[src/rtl/sdc_write_block_seq.sv]
// SD-card single-block write sequencer for DAT0 in 1-bit mode: Nwr, start bit, data, CRC16, end bit, token, busy.
// Optional busy timeout is compiled in with `define SDC_WR_TIMEOUT_EN.
module sdc_write_block_seq #(
  parameter int          BLOCK_BYTES   = 512,
  parameter int          NWR_BITS      = 2,
  parameter int          RESP_WAIT_MAX = 8,
  parameter logic [15:0] BUSY_MAX      = 16'hFFFF
) (
  input  logic       clk,
  input  logic       reset_n,
  input  logic       start,
  input  logic [7:0] byte_in,
  input  logic       byte_valid,
  output logic       byte_req,
  input  logic       dat0_in,
  output logic       dat0_out,
  output logic       dat0_oe,
  output logic       sd_clk_en,
  output logic       busy,
  output logic       done,
  output logic [2:0] status,
  output logic       error
);

  localparam int CNT_W = $clog2(8 * BLOCK_BYTES + 17);
  localparam logic [CNT_W-1:0] DATA_LAST      = CNT_W'(8 * BLOCK_BYTES - 1);
  localparam logic [CNT_W-1:0] BLOCK_LEN      = CNT_W'(BLOCK_BYTES);
  localparam logic [CNT_W-1:0] NWR_LAST       = CNT_W'(NWR_BITS - 1);
  localparam logic [CNT_W-1:0] RESP_WAIT_LAST = CNT_W'(RESP_WAIT_MAX - 1);
  localparam logic [CNT_W-1:0] CRC_LAST       = CNT_W'(15);
  localparam logic [CNT_W-1:0] RESP_LAST      = CNT_W'(3);

  if (BLOCK_BYTES < 1 || BLOCK_BYTES > 4095 || NWR_BITS < 1 || RESP_WAIT_MAX < 1 ||
      BUSY_MAX == 16'd0) begin : g_bad_param
    $error("sdc_write_block_seq: parameter out of range");
  end

  typedef enum logic [3:0] {
    S_IDLE, S_PRE, S_START, S_DATA, S_CRC, S_END, S_RESP_WAIT, S_RESP, S_BUSY, S_FINISH
  } state_t;

  state_t           state_q, state_d;
  logic [CNT_W-1:0] cnt_q, cnt_d;
  logic [CNT_W-1:0] taken_q, taken_d;
  logic [7:0]       shift_q, shift_d;
  logic [7:0]       hold_q, hold_d;
  logic             hold_valid_q, hold_valid_d;
  logic [15:0]      crc_q, crc_d;
  logic [2:0]       status_q, status_d;
  logic             error_q, error_d;
  logic [15:0]      crc_next;
  logic             prefetch;
`ifdef SDC_WR_TIMEOUT_EN
  logic [15:0]      busy_cnt_q, busy_cnt_d;
`endif

  assign crc_next = {crc_q[14:0], 1'b0} ^ ({16{crc_q[15] ^ shift_q[7]}} & 16'h1021);
  assign prefetch = (state_q == S_PRE) || (state_q == S_START) || (state_q == S_DATA);

  always_comb begin
    state_d      = state_q;
    cnt_d        = cnt_q;
    taken_d      = taken_q;
    shift_d      = shift_q;
    hold_d       = hold_q;
    hold_valid_d = hold_valid_q;
    crc_d        = crc_q;
    status_d     = status_q;
    error_d      = error_q;
`ifdef SDC_WR_TIMEOUT_EN
    busy_cnt_d   = busy_cnt_q;
`endif
    sd_clk_en    = 1'b1;
    dat0_out     = 1'b1;
    dat0_oe      = 1'b0;
    // Byte 0 is requested in the same cycle start is accepted.
    if (state_q == S_IDLE) byte_req = start;
    else byte_req = prefetch && !hold_valid_q && (taken_q != BLOCK_LEN);

    case (state_q)
      S_IDLE: begin
        sd_clk_en = 1'b0;
        if (start) begin
          state_d  = S_PRE;
          cnt_d    = '0;
          crc_d    = 16'h0000;
          status_d = 3'b000;
          error_d  = 1'b0;
        end
      end
      S_PRE: begin
        dat0_oe = 1'b1;
        if (cnt_q == NWR_LAST) begin
          state_d = S_START;
          cnt_d   = '0;
        end else begin
          cnt_d = cnt_q + 1'b1;
        end
      end
      S_START: begin
        dat0_oe  = 1'b1;
        dat0_out = 1'b0;
        if (!hold_valid_q) begin
          sd_clk_en = 1'b0;
        end else begin
          state_d      = S_DATA;
          cnt_d        = '0;
          shift_d      = hold_q;
          hold_valid_d = 1'b0;
        end
      end
      S_DATA: begin
        dat0_oe  = 1'b1;
        dat0_out = shift_q[7];
        // Stall the card clock on the last bit of a byte until the next byte is held.
        if (cnt_q[2:0] == 3'd7 && cnt_q != DATA_LAST && !hold_valid_q) begin
          sd_clk_en = 1'b0;
        end else begin
          crc_d = crc_next;
          if (cnt_q == DATA_LAST) begin
            state_d = S_CRC;
            cnt_d   = '0;
          end else begin
            cnt_d = cnt_q + 1'b1;
            if (cnt_q[2:0] == 3'd7) begin
              shift_d      = hold_q;
              hold_valid_d = 1'b0;
            end else begin
              shift_d = {shift_q[6:0], 1'b0};
            end
          end
        end
      end
      S_CRC: begin
        dat0_oe  = 1'b1;
        dat0_out = crc_q[15];
        crc_d    = {crc_q[14:0], 1'b0};
        if (cnt_q == CRC_LAST) begin
          state_d = S_END;
          cnt_d   = '0;
        end else begin
          cnt_d = cnt_q + 1'b1;
        end
      end
      S_END: begin
        dat0_oe = 1'b1;
        state_d = S_RESP_WAIT;
        cnt_d   = '0;
      end
      S_RESP_WAIT: begin
        if (!dat0_in) begin
          state_d = S_RESP;
          cnt_d   = '0;
        end else if (cnt_q == RESP_WAIT_LAST) begin
          state_d  = S_FINISH;
          status_d = 3'b111;
          error_d  = 1'b1;
        end else begin
          cnt_d = cnt_q + 1'b1;
        end
      end
      S_RESP: begin
        if (cnt_q == RESP_LAST) begin
          state_d = S_BUSY;
          cnt_d   = '0;
`ifdef SDC_WR_TIMEOUT_EN
          busy_cnt_d = 16'd0;
`endif
        end else begin
          status_d = {status_q[1:0], dat0_in};
          cnt_d    = cnt_q + 1'b1;
        end
      end
      S_BUSY: begin
        if (dat0_in) begin
          state_d = S_FINISH;
          error_d = (status_q != 3'b010);
`ifdef SDC_WR_TIMEOUT_EN
        end else if (busy_cnt_q == BUSY_MAX - 16'd1) begin
          state_d = S_FINISH;
          error_d = 1'b1;
        end else begin
          busy_cnt_d = busy_cnt_q + 16'd1;
`endif
        end
      end
      S_FINISH: begin
        state_d      = S_IDLE;
        cnt_d        = '0;
        taken_d      = '0;
        hold_valid_d = 1'b0;
      end
      default: state_d = S_IDLE;
    endcase

    if (byte_req && byte_valid) begin
      hold_d       = byte_in;
      hold_valid_d = 1'b1;
      taken_d      = taken_q + 1'b1;
    end
  end

  always_ff @(posedge clk or negedge reset_n) begin
    if (!reset_n) begin
      state_q      <= S_IDLE;
      cnt_q        <= '0;
      taken_q      <= '0;
      shift_q      <= 8'h00;
      hold_q       <= 8'h00;
      hold_valid_q <= 1'b0;
      crc_q        <= 16'h0000;
      status_q     <= 3'b000;
      error_q      <= 1'b0;
    end else begin
      state_q      <= state_d;
      cnt_q        <= cnt_d;
      taken_q      <= taken_d;
      shift_q      <= shift_d;
      hold_q       <= hold_d;
      hold_valid_q <= hold_valid_d;
      crc_q        <= crc_d;
      status_q     <= status_d;
      error_q      <= error_d;
    end
  end

`ifdef SDC_WR_TIMEOUT_EN
  always_ff @(posedge clk or negedge reset_n) begin
    if (!reset_n) busy_cnt_q <= 16'd0;
    else          busy_cnt_q <= busy_cnt_d;
  end
`endif

  assign busy   = (state_q != S_IDLE);
  assign done   = (state_q == S_FINISH);
  assign status = status_q;
  assign error  = error_q;

endmodule

[config.mk]
export PLATFORM = sky130hd
export DESIGN_NAME = sdc_write_block_seq
export DESIGN_NICKNAME = d
export VERILOG_FILES = /design/src/rtl/sdc_write_block_seq.sv
export SDC_FILE = /design/constraint.sdc
export NUM_CORES = 1
export LEC_CHECK = 0
export CORE_ASPECT_RATIO = 1.4
export CORE_MARGIN = 1.5
export CORE_UTILIZATION = 53
export DETAILED_ROUTE_END_ITERATION = 10
export PLACE_DENSITY_LB_ADDON = 0.3
export SLEW_MARGIN = 10
export SYNTH_ARGS = -nofsm -noshare
export SYNTH_HDL_FRONTEND = slang
export SYNTH_SLANG_ARGS = --single-unit
export TNS_END_PERCENT = 5
[constraint.sdc]
create_clock -name clk -period 2.35 [get_ports clk]
set_input_delay 0.47 -clock clk [delete_from_list [all_inputs] [get_ports clk]]
set_output_delay 0.47 -clock clk [all_outputs]
set_load 0.05 [all_outputs]
# Word level (Yosys, flattened, before mapping)
# Index checks and enable logic that the tools add are counted.
# totals
ff_bits,67
word_cells,127
inputBits,13
# classes
n_reduce_logical,27
addsub,2
muxes,52
n_bitwise,2
eq_ne,35
# ops
cell,n
$mux W13,11
$pmux W13 S8,1
$pmux W16 S3,1
$mux W4,10
$pmux W4 S9,1
$mux W16,2
$mux W8,4
$add A13 B1 Y13 const B,2
$ne A2 B2 Y1 const B,10
$eq A4 B3 Y1 const B,4
$pmux W8 S2,1
$xor A16 B13 Y16,1
$reduce_and A5 Y1,3
$eq A13 B1 Y1 const B,1
$eq A13 B12 Y1 const B,1
$eq A13 B2 Y1 const B,1
$eq A13 B3 Y1 const B,1
$eq A13 B4 Y1 const B,1
$ne A13 B10 Y1 const B,1
$ne A13 B12 Y1 const B,1
$mux W1,12
$mux W3,4
$reduce_bool A3 Y1,4
$ne A3 B2 Y1 const B,3
23 further kinds,37

# Logic depth before layout (Yosys ltp)
# logic_depth
word_depth,9
depth_mapped,9
ltp_nobuf,8

# Worst setup path after synthesis
# OpenSTA, ideal clock, no wires.
# synth_timing
kind,reg-to-output
start,register cnt_q[0]
end,output sd_clk_en
t_required_ps,1880
stages_incl_launch_ff,7
path_buffers,0
arrival_ps,2188
slack_ps,-308
cell_sequence,dfrtp_1 > ha_1 > nand2_1 > nor4_2 > nor2b_1 > and2_1 > o221ai_1
# synth_between
elab_chain_cells,5
elab_cells_between_ends,6
classes_between,eq/ne: 2; mux: 2; reduce/logical: 2
# synth_rtl
item,line_no,rtl
from (decl),43,"logic [CNT_W-1:0] cnt_q, cnt_d;"
from (signal assigned),216,cnt_q <= cnt_d;
$ne A13 B12 Y1 / $eq A3 B3 Y1 (equally long branches),116,if (cnt_q[2:0] == 3'd7 && cnt_q != DATA_LAST && !hold_valid_q) begin
$logic_and A1 B1 Y1 (*) (2 in series),116,
$mux W1 (*),116,
$pmux W1 S3 (*),80,case (state_q)
to (decl),18,"output logic sd_clk_en,"
# Mark *: on every way between the ends. The rest lies on a longest branch, timed or not.

# Final worst setup path
# layout_timing
start,register cnt_q[10]
end,output sd_clk_en
# layout_between
elab_chain_cells,5
# layout_rtl
item,line_no
$ne A13 B12 Y1,116
$logic_and A1 B1 Y1 (2 in series),116
$mux W1,116
$pmux W1 S3,80
# Every way passes these cells.

==> flow_summary.toml <==
[run_status]
status = "finished with violations"
violations = "negative setup slack"

[yosys]
synthAdderAreaFrac = 0.0174
synth_top_family_by_area = "simple AND/OR/NAND/NOR gates"
synthFlopType = "dfrtp_1"
synthTopCellsByCount = "dfrtp_1, nand2_1, nor2_1"
ys_ff_latch = 67
synth_simple_gate_area_frac = 0.226
synth_cell_type_count = 55
synth_edf_count = 0
syn-cell-area_mm2 = 0.00360
synth_compound_area_frac = 0.205
yosysSeqAreaShare = 0.466
synthMuxAreaShare = 0.0396
synthCells = 390
synth.most_common_cell = "dfrtp_1"
yosys_warnings = 0
async_flop_share = 1.00
synth_nets = 408
yosysTopAreaCell = "dfrtp_1"
yosys.area.top_type_share = 0.466
synth_xor_area_frac = 0.00974
syn_avg_cell_area_um2 = 9.23
ys_top_cells_by_area = "dfrtp_1, nand2_1, a22o_1"

[floorplan]
fp.dieH_um = 100
start_util = 0.548
core-area_mm2 = 0.00657
die_x_um = 72.6
dieArea_mm2 = 0.00730
ios = 23
rows = 35

[placed_design]
dp_cells = 499
routabilityCongestion = 0.916
dp_slack_ps = -73.7
portBuffers = 22
dp_hpwl_mm = 5.59

[grt]
overflow = 0
grt.total_usage = 0.252
grt_pass1_vias = 3165
grt_max_degree = 68
grt_pass1_wl_mm = 14.5
antenna_found_initial = 0

[routing]
vias_per_cell = 6.11
drc_errors = 0
drtAntennaViolNets = 0
wire_per_inst_um = 16.3
num_vias = 3219
drtIter0Drc = 181
wl_mm = 8.59
drt-pass1-iter-count = 4

[setup_path]
crit_arrival_ps = 2000
reg2reg_from = "cnt_q[11]"
worstPathRequired_ps = 1880
worstPathMaxFanout = 5
rr_worst_depth = 8
cp-end-kind = "output pin"
crit_path_start_kind = "flop"
worstSetupStartpoint = "cnt_q[10]"
critical_path_class = "reg -> out"

[timing]
grt_setup_unrepaired = "true"
hold_viol_final = 0
slew_headroom = 0.672
slew_viol_final = 0
final.min_clock_period_ps = 2470
fmax_ghz = 0.405
fin_crit_sh = 1.05
tns_ps = -326
setup_viol = 9
skew_ps = 5.26
worstMarginPinSlew_ps = 491
layout_setup_ws_ps = -119

[clocking]
cts.path.max_buffers = 2
numClockSinks = 67
htree_levels = 3
tritoncts = "done"
cts_made_buffers = 9
cts_root_buf = "clkbuf_8"
clock_latency_ps = 340
clk_pin_slew_ps = 70

[cells_and_area]
finalNonFillerCells = 527
final_nets = 466
area_growth_pct = 27.4
drive_above_1_share = 0.245
insertedDiodeCount = 0
post-route-util = 0.698

[power]
power.density_mw_per_mm2 = 1360
vdd_drop_max_uv = 978
cellLeakagePower_nw = 2.04

[flow_run]
cap_violations = 0

[hold_path]
min_path_type = "in -> async"
==> worst max-delay path, stage by stage, from the launching register on <==
cell      delay [ps]
dfrtp_1          370
buf_6            120
nand4b_1         180
nor4_4           380
nor2b_2           90
and2_4           160
o221ai_4         190
buf_12           170
==> cells in the final DEF, fill, tap and decap left out, types with 3 or more instances in the layout <==
cell             count
buf_6                3
dfrtp_2              8
mux2i_1             12
clkdlybuf4s50_1     15
a2bb2oi_2            4
nand2_1             54
o211ai_1             3
buf_4               42
nand4_1              4
o21ai_1              4
o21ai_0             23
dfrtp_1             59
nor4_4               3
nor4b_1              3
buf_12               6
nand3_1             20
ha_1                 3
clkbuf_8            10
a21o_1               4
and3_1              10
nor2_1              30
nor2b_1              4
a22o_1              15
inv_1               11
a21oi_1             22
xnor2_1              3
o31ai_1             11
nor3_1               4
o2bb2ai_1            3
==> stage by stage <==
| step | area, um2 | hold slack, ps | total power, mW |
|---|---|---|---|
| 6_report | 4590 | 126 | 6.25 |
| 5_1_grt | 4590 | 156 | 6.68 |
| 4_1_cts | 4440 | 144 | 6.12 |
| 3_5_place_dp | 4140 | 471 | 5.00 |
| 3_3_place_gp | 4140 | 460 | 4.90 |
| 2_1_floorplan | 3600 | 174 | 3.89 |
==> kinds of logic (layout without fill, tap and decap cells) <==
logic type                 count (synthesis)  in the layout
adders and majority gates                  5              5
DFF                                       67             67
buffers and inverters                     32             95
AOI/OAI and AO/OA                        109            109
and+or+nand+nor                          159            159
muxes                                     14             14
xor gates and xnor gates                   4              4
==> sequential cells by signal, indices dropped and copies added, names as in the netlist <==
signal / count
cnt_q: 13
crc_q: 16
hold_valid_q: 1
taken_q: 13
status: 3
shift_q: 8
state_q: 4
hold_q: 8
error: 1
==> power by group <==
| group | internal, mW | leakage (nW) | switching, mW |
|---|---|---|---|
| Sequential | 1.54 | 0.866 | 0.317 |
| Clock | 0.518 | 0.102 | 0.449 |
| Combinational | 1.48 | 1.07 | 1.95 |
==> path summary, 6_finish.rpt <==
kind / to / slack (ps)
max: sd_clk_en / -120
min: taken_q[9] / 130
max reg2reg: cnt_q[3] / -60
min reg2reg: taken_q[12] / 480
max in group asynchronous: cnt_q[2] / 1900
min in group clk: taken_q[12] / 480
==> layout make-up <==
class,count,area [um2]
Fill cell,502,1980
Multi-Input combinational cell,291,1930
Sequential cell,67,1690
Timing Repair Buffer,67,624
Clock buffer,10,138
Tap cell,74,92.6
Clock inverter,6,65.1
Inverter,12,45.0
==> metal layers <==
| metal | vias up | wire length (um) | share of wire | GRT usage |
|---|---|---|---|---|
| li1 | 1540 | - | - | - |
| met1 | 1580 | 3570 | 0.42 | 0.315 |
| met2 | 82 | 4490 | 0.52 | 0.411 |
| met3 | 17 | 318 | 0.037 | 0.0520 |
| met4 | 0 | 206 | 0.024 | 0.126 |
| met5 | - | 0 | 0 | 0 |
==> repair_timing <==
item / CTS / global route
endpoints found under the setup margin: 7 / 21
buffers inserted: 5 / 7
hold buffers: 0 / 0
resized for setup: 21 / 19
pin swaps: 5 / 11
hold endpoints to repair: 0 / 0
No activity file was read; power rests on OpenSTA's default activity.
